`src/rtl/bip_loader_pkg.sv`:
```
`default_nettype none
// ============================================================================
// Package  : bip_loader_pkg
// Purpose  : Command bytes, FSM state encoding and default widths for bip_loader
// Revision : 1.0
// ============================================================================
package bip_loader_pkg;

    localparam int DATA_LENGTH_DEF = 16;
    localparam int ADDR_LENGTH_DEF = 11;

    localparam logic [7:0] CMD_PROG  = 8'h50;
    localparam logic [7:0] CMD_DATA  = 8'h44;
    localparam logic [7:0] CMD_RUN   = 8'h52;
    localparam logic [7:0] CMD_STOP  = 8'h53;
    localparam logic [7:0] CMD_QUERY = 8'h51;

    localparam int STATE_W = 4;
    localparam logic [STATE_W-1:0] ST_IDLE   = 4'd0;
    localparam logic [STATE_W-1:0] ST_CNT_HI = 4'd1;
    localparam logic [STATE_W-1:0] ST_CNT_LO = 4'd2;
    localparam logic [STATE_W-1:0] ST_W_HI   = 4'd3;
    localparam logic [STATE_W-1:0] ST_W_LO   = 4'd4;
    localparam logic [STATE_W-1:0] ST_WRITE  = 4'd5;
    localparam logic [STATE_W-1:0] ST_A_HI   = 4'd6;
    localparam logic [STATE_W-1:0] ST_A_LO   = 4'd7;
    localparam logic [STATE_W-1:0] ST_RD     = 4'd8;
    localparam logic [STATE_W-1:0] ST_CAP    = 4'd9;
    localparam logic [STATE_W-1:0] ST_TX_HI  = 4'd10;
    localparam logic [STATE_W-1:0] ST_TX_LO  = 4'd11;

endpackage
`default_nettype wire

```
`src/rtl/loader_byte_pair.sv`:
```
`default_nettype none
// ============================================================================
// Module   : loader_byte_pair
// Purpose  : Joins a hi byte and a following lo byte into a 16-bit word
// Revision : 1.0
// ============================================================================
module loader_byte_pair (
    input  logic        clk,
    input  logic        reset,
    input  logic        load_hi,
    input  logic        load_lo,
    input  logic [7:0]  byte_in,
    output logic [15:0] word,
    output logic        done
);

    logic [7:0] r_hi;

    always_ff @(posedge clk or negedge reset) begin
        if (!reset) begin
            r_hi <= 8'h00;
        end else if (load_hi) begin
            r_hi <= byte_in;
        end
    end

    // word is meaningful only in the cycle done is high (lo byte on byte_in)
    assign word = {r_hi, byte_in};
    assign done = load_lo;

endmodule
`default_nettype wire

```
`src/rtl/bip_loader.sv`:
```
`default_nettype none
// ============================================================================
// Module   : bip_loader
// Purpose  : UART command loader: program/data memory load, run/stop, DM query
// Revision : 1.0
// ============================================================================
module bip_loader
    import bip_loader_pkg::*;
#(
    parameter int DATA_LENGTH = DATA_LENGTH_DEF,
    parameter int ADDR_LENGTH = ADDR_LENGTH_DEF
) (
    input  logic                   clk,
    input  logic                   reset,
    input  logic [7:0]             rx_data,
    input  logic                   rx_valid,
    input  logic                   tx_busy,
    input  logic [DATA_LENGTH-1:0] data_from_dm,
    output logic [7:0]             tx_data,
    output logic                   tx_start,
    output logic                   WrPM,
    output logic                   WrDM,
    output logic                   RdDM,
    output logic [DATA_LENGTH-1:0] dataFromInterface,
    output logic [ADDR_LENGTH-1:0] addrFromInterface,
    output logic                   reset_bip,
    output logic                   cmd_err
);

    localparam logic [1:0] TX_SEND  = 2'd0;
    localparam logic [1:0] TX_GAP   = 2'd1;
    localparam logic [1:0] TX_DRAIN = 2'd2;

    logic [STATE_W-1:0]     r_state;
    logic [STATE_W-1:0]     w_next;
    logic [ADDR_LENGTH-1:0] r_count;
    logic [ADDR_LENGTH-1:0] r_addr;
    logic [DATA_LENGTH-1:0] r_data;
    logic [DATA_LENGTH-1:0] r_cap;
    logic [1:0]             r_tx_phase;
    logic                   r_is_prog;
    logic                   r_cmd_err;
    logic                   w_load_hi;
    logic                   w_load_lo;
    logic [15:0]            w_pair_word;
    logic                   w_pair_done;
    logic [15:0]            w_cap16;
    logic                   w_last;
    logic                   w_tx_done;

    loader_byte_pair u_pair (
        .clk     (clk),
        .reset   (reset),
        .load_hi (w_load_hi),
        .load_lo (w_load_lo),
        .byte_in (rx_data),
        .word    (w_pair_word),
        .done    (w_pair_done)
    );

    assign w_cap16   = 16'(r_cap);
    assign w_last    = (r_addr == r_count - ADDR_LENGTH'(1));
    assign w_tx_done = (r_tx_phase == TX_DRAIN) && !tx_busy;

    assign dataFromInterface = r_data;
    assign addrFromInterface = r_addr;
    assign cmd_err           = r_cmd_err;

    always_ff @(posedge clk or negedge reset) begin
        if (!reset) begin
            r_state <= ST_IDLE;
        end else begin
            r_state <= w_next;
        end
    end

    always_comb begin
        w_next = r_state;
        case (r_state)
            ST_IDLE: begin
                if (rx_valid) begin
                    case (rx_data)
                        CMD_PROG, CMD_DATA: w_next = ST_CNT_HI;
                        CMD_QUERY:          w_next = reset_bip ? ST_A_HI : ST_IDLE;
                        default:            w_next = ST_IDLE;
                    endcase
                end
            end
            ST_CNT_HI: if (rx_valid) w_next = ST_CNT_LO;
            ST_CNT_LO: begin
                if (w_pair_done) begin
                    w_next = (w_pair_word[ADDR_LENGTH-1:0] == '0) ? ST_IDLE : ST_W_HI;
                end
            end
            ST_W_HI:   if (rx_valid) w_next = ST_W_LO;
            ST_W_LO:   if (w_pair_done) w_next = ST_WRITE;
            ST_WRITE:  w_next = w_last ? ST_IDLE : ST_W_HI;
            ST_A_HI:   if (rx_valid) w_next = ST_A_LO;
            ST_A_LO:   if (w_pair_done) w_next = ST_RD;
            ST_RD:     w_next = ST_CAP;
            ST_CAP:    w_next = ST_TX_HI;
            ST_TX_HI:  if (w_tx_done) w_next = ST_TX_LO;
            ST_TX_LO:  if (w_tx_done) w_next = ST_IDLE;
            default:   w_next = ST_IDLE;
        endcase
    end

    always_comb begin
        WrPM      = 1'b0;
        WrDM      = 1'b0;
        RdDM      = 1'b0;
        tx_start  = 1'b0;
        tx_data   = 8'h00;
        w_load_hi = 1'b0;
        w_load_lo = 1'b0;
        case (r_state)
            ST_CNT_HI, ST_W_HI, ST_A_HI: w_load_hi = rx_valid;
            ST_CNT_LO, ST_W_LO, ST_A_LO: w_load_lo = rx_valid;
            ST_WRITE: begin
                WrPM = r_is_prog;
                WrDM = !r_is_prog;
            end
            ST_RD: RdDM = 1'b1;
            ST_TX_HI: begin
                tx_data  = w_cap16[15:8];
                tx_start = (r_tx_phase == TX_SEND) && !tx_busy;
            end
            ST_TX_LO: begin
                tx_data  = w_cap16[7:0];
                tx_start = (r_tx_phase == TX_SEND) && !tx_busy;
            end
            default: ;
        endcase
    end

    // Datapath registers; the processor is held (reset_bip=1) out of reset.
    always_ff @(posedge clk or negedge reset) begin
        if (!reset) begin
            r_count    <= '0;
            r_addr     <= '0;
            r_data     <= '0;
            r_cap      <= '0;
            r_tx_phase <= TX_SEND;
            r_is_prog  <= 1'b0;
            r_cmd_err  <= 1'b0;
            reset_bip  <= 1'b1;
        end else begin
            r_cmd_err <= 1'b0;
            case (r_state)
                ST_IDLE: begin
                    if (rx_valid) begin
                        case (rx_data)
                            CMD_PROG, CMD_DATA: begin
                                r_is_prog <= (rx_data == CMD_PROG);
                                reset_bip <= 1'b1;
                                r_addr    <= '0;
                            end
                            CMD_RUN:   reset_bip <= 1'b0;
                            CMD_STOP:  reset_bip <= 1'b1;
                            CMD_QUERY: r_cmd_err <= !reset_bip;
                            default:   r_cmd_err <= 1'b1;
                        endcase
                    end
                end
                ST_CNT_LO: if (w_pair_done) r_count <= w_pair_word[ADDR_LENGTH-1:0];
                ST_W_LO:   if (w_pair_done) r_data <= DATA_LENGTH'(w_pair_word);
                ST_WRITE:  if (!w_last) r_addr <= r_addr + ADDR_LENGTH'(1);
                ST_A_LO:   if (w_pair_done) r_addr <= w_pair_word[ADDR_LENGTH-1:0];
                ST_CAP: begin
                    r_cap      <= data_from_dm;
                    r_tx_phase <= TX_SEND;
                end
                ST_TX_HI, ST_TX_LO: begin
                    case (r_tx_phase)
                        TX_SEND:  if (!tx_busy) r_tx_phase <= TX_GAP;
                        TX_GAP:   r_tx_phase <= TX_DRAIN;
                        default:  if (!tx_busy) r_tx_phase <= TX_SEND;
                    endcase
                end
                default: ;
            endcase
        end
    end

endmodule
`default_nettype wire

```
`config.mk`:
```
export PLATFORM = sky130hd
export DESIGN_NAME = bip_loader
export DESIGN_NICKNAME = d
export VERILOG_FILES = /design/src/rtl/bip_loader_pkg.sv /design/src/rtl/loader_byte_pair.sv /design/src/rtl/bip_loader.sv
export SDC_FILE = /design/constraint.sdc
export NUM_CORES = 1
export LEC_CHECK = 0
export ABC_CLOCK_PERIOD_IN_PS = 3500
export CORE_AREA = 4 4 78 109
export CTS_CLUSTER_DIAMETER = 200
export DETAILED_ROUTE_END_ITERATION = 8
export DIE_AREA = 0 0 82 113
export PLACE_DENSITY = 0.81
export SLEW_MARGIN = 0
export SYNTH_ARGS = -nofsm -noshare
export SYNTH_HDL_FRONTEND = slang
export SYNTH_SLANG_ARGS = --single-unit
export TNS_END_PERCENT = 5
```
`constraint.sdc`:
```
create_clock -name clk -period 3.5 [get_ports clk]
set_input_delay 0.7 -clock clk [delete_from_list [all_inputs] [get_ports clk]]
set_output_delay 0.7 -clock clk [all_outputs]
set_load 0.1 [all_outputs]
```
==> run summary <==
outcome: complete, no violations
setup ws final: 0.430 ns
initial antenna violation count: 0
Syn Nets: 404
Die Span Y: 113 µm
share of layout cells above drive strength 1: 26.6%
Pwr Total: 4890 µW
power per cell area: 1000 mW/mm²
root buffer cell: clkbuf_8
Worst Hold Class: in2async
maximum buffer depth of the clock tree: 2
Clock Sinks: 71
area grow syn2layout: 24.7%
Design Area, Final: 0.00489 mm²
Synth Area per Inst: 10.5 µm²
Post-CTS Setup Bufs: 0
IO buf count: 68
synth top area cells: dfrtp_1, mux2_2, nor2_1
Seq/Total Area, Yosys: 45.4%
setup violators final: 0
post-route ant nets: 0
clock latency on the worst-skew pair: 0.36 ns
Routed WL: 10.2 mm
synthesis warning total: 0
cts repair resizes: 0
grt ovf: 0
maxcap violations: 0
chip width: 82 µm
residual DRC count: 0
ys flop type: dfrtp_1
Critical Path RT: 3.74 ns
routed vias: 3332
DPL Wire Length: 7.52 mm
Worst Path Arrival: 3.31 ns
crit path kind: reg2reg
Fin Setup TNS: 0 ns
Period minus WS final: 3.07 ns
clk_skew: 0.0103 ns
vias per cell: 6.05
Core Area: 0.00761 mm²
Setup crit end kind: register
Final Hold Vio Count: 0
VDD IR-drop max: 0.000618 V
fill count: 631
number of global-route vias before repair: 3331
worst reg2reg path depth: 9
Peak Freq: 326 MHz
Placer Congestion: 0.918
CP max FO: 9
DP Area: 0.00471 mm²
area of the die: 0.00927 mm²
# rows: 38
post-synth top area share: 44.7%
Worst Max-Slew Pin Slew: 0.998 ns
gr usage total: 23.5%
TritonCTS clock tree: built
Cells after Synth: 374
RSZ-0062 raised after global routing: no
Max Slew Vio Count: 0
P_leak: 0.00204 µW
Placement Setup Slack: 0.269 ns
DRT iter0 DRCs: 220
post-cts hold buffer count: 0
final-stage net count: 476
Initial Util: 51.5%
leading area contributor after synthesis: dfrtp_1
reg-to-reg slack, setup: 0.43 ns
first-pass GRT wire length: 16.5 mm
Synth Register Bits: 71
count of cell types in the netlist: 58
pin count of the biggest net entering global routing: 42
fin crit share: 87.7%
crit start category: register
max_slew headroom: 33.3%
ys async rst share: 100%
maximum level of the CTS H-tree: 3
dpl cells: 535
final std cells w/o fill: 551
clk slew on worst S/H paths: 0.08 ns
Wirelength per Cell: 18.4 µm
reg2reg start: r_count[0]$_DFFE_PN0P_
end of the worst register-to-register path: addrFromInterface[9]$_DFFE_PN0P_
I/O pins: 69
DRT Pass-1 Iters: 6
number of synthesized flops with an enable pin: 0
Netlist Area Pre-Place: 0.00392 mm²
number of antenna diodes: 0
CTS Buf Count: 9
cell usage in the layout (no fill, tap or decap), types with 10 or more instances in the layout:
master           instances
buf_4                   35
inv_1                   10
mux2i_1                 10
dfrtp_1                 70
nor2_1                  33
o21ai_0                 17
nand3_1                 10
clkbuf_8                10
nor3_1                  10
nand2_1                 21
a21oi_1                 10
clkdlybuf4s50_1         43
mux2_2                  51
worst max-delay path: stages, from the launching register on:
cell       delay, ns
dfrtp_1         0.48
inv_1           0.08
ha_1            0.27
nor2b_1         0.20
or3_1           0.36
a31oi_1         0.18
nand4_1         0.16
a2111oi_4       0.66
a21oi_2         0.22
a211o_1         0.34
worst max-delay path by stage:
stage,startpoint,to,slack [ns],depth (start not counted)
after detailed placement,rx_data[3],addrFromInterface[6]$_DFFE_PN0P_,0.27,8
after CTS,r_count[0]$_DFFE_PN0P_,addrFromInterface[9]$_DFFE_PN0P_,0.44,9
after global routing,r_count[0]$_DFFE_PN0P_,addrFromInterface[9]$_DFFE_PN0P_,0.29,9
after floorplan,r_state[0]$_DFFE_PN0P_,RdDM,-0.20,3
after global placement,rx_data[3],addrFromInterface[10]$_DFFE_PN0P_,0.49,8
final,r_count[0]$_DFFE_PN0P_,addrFromInterface[9]$_DFFE_PN0P_,0.43,9
cells in the mapped netlist, types with 4 or more instances:
cell	number
nand3_1	10
nor2_1	33
o21ai_0	17
mux2_2	51
nor4_1	6
o21bai_1	4
nand2b_1	5
nor3_1	10
and2_1	5
inv_1	10
o311ai_0	4
a2bb2oi_1	5
nand2_1	21
xor2_1	5
dfrtp_1	70
a21oi_1	10
nor2b_1	6
clkbuf_1	18
and3_1	6
a31oi_1	6
mux2i_1	10
xnor2_1	8
routing by layer:
metal	up-vias	track usage, %	wire length (µm)
met5	-	0	0
li1	1514	-	-
met1	1618	27.3	3880
met4	0	10.8	359
met3	36	6.45	759
met2	164	39.3	5170
state kept, by name (all words and copies together), names as in the netlist:
name               flops
cmd_err                1
addrFromInterface     11
r_cap                 16
r_state                4
u_pair.r_hi            8
reset_bip              1
r_is_prog              1
r_tx_phase             2
r_count               11
dataFromInterface     16
report_power, final:
| part | internal, µW | switching [µW] |
|---|---|---|
| clock network | 278 | 324 |
| logic | 926 | 1770 |
| registers | 1190 | 409 |
area by class of cell:
class / count / area [µm²] / area share [%]
Clock buffer: 10 / 138 / 2.82
Sequential cell: 71 / 1780 / 36.4
Inverter: 10 / 37.5 / 0.768
Multi-Input combinational cell: 273 / 2030 / 41.5
Tap cell: 100 / 125 / 2.56
Timing Repair Buffer: 81 / 738 / 15.1
Clock inverter: 6 / 43.8 / 0.896
metrics by stage:
stage               hold WS, ns  util, %
finish                    0.389     64.2
detailed placement        0.496     61.9
global route              0.425     64.2
floorplan                 0.404        -
CTS                       0.396     64.2
global placement          0.485     61.9
cells by family (layout without fill, tap and decap cells):
| logic type | after synthesis | count (layout) | synth area share [%] |
|---|---|---|---|
| compound gates | 76 | 76 | 14.5 |
| xor+xnor | 13 | 13 | 2.91 |
| fa+ha+maj | 2 | 2 | 0.638 |
| buf+inv | 30 | 107 | 3.07 |
| flops | 71 | 71 | 45.4 |
| mux | 61 | 61 | 17.2 |
| simple gates | 121 | 121 | 16.3 |
(Power assumes the default switching activity.)
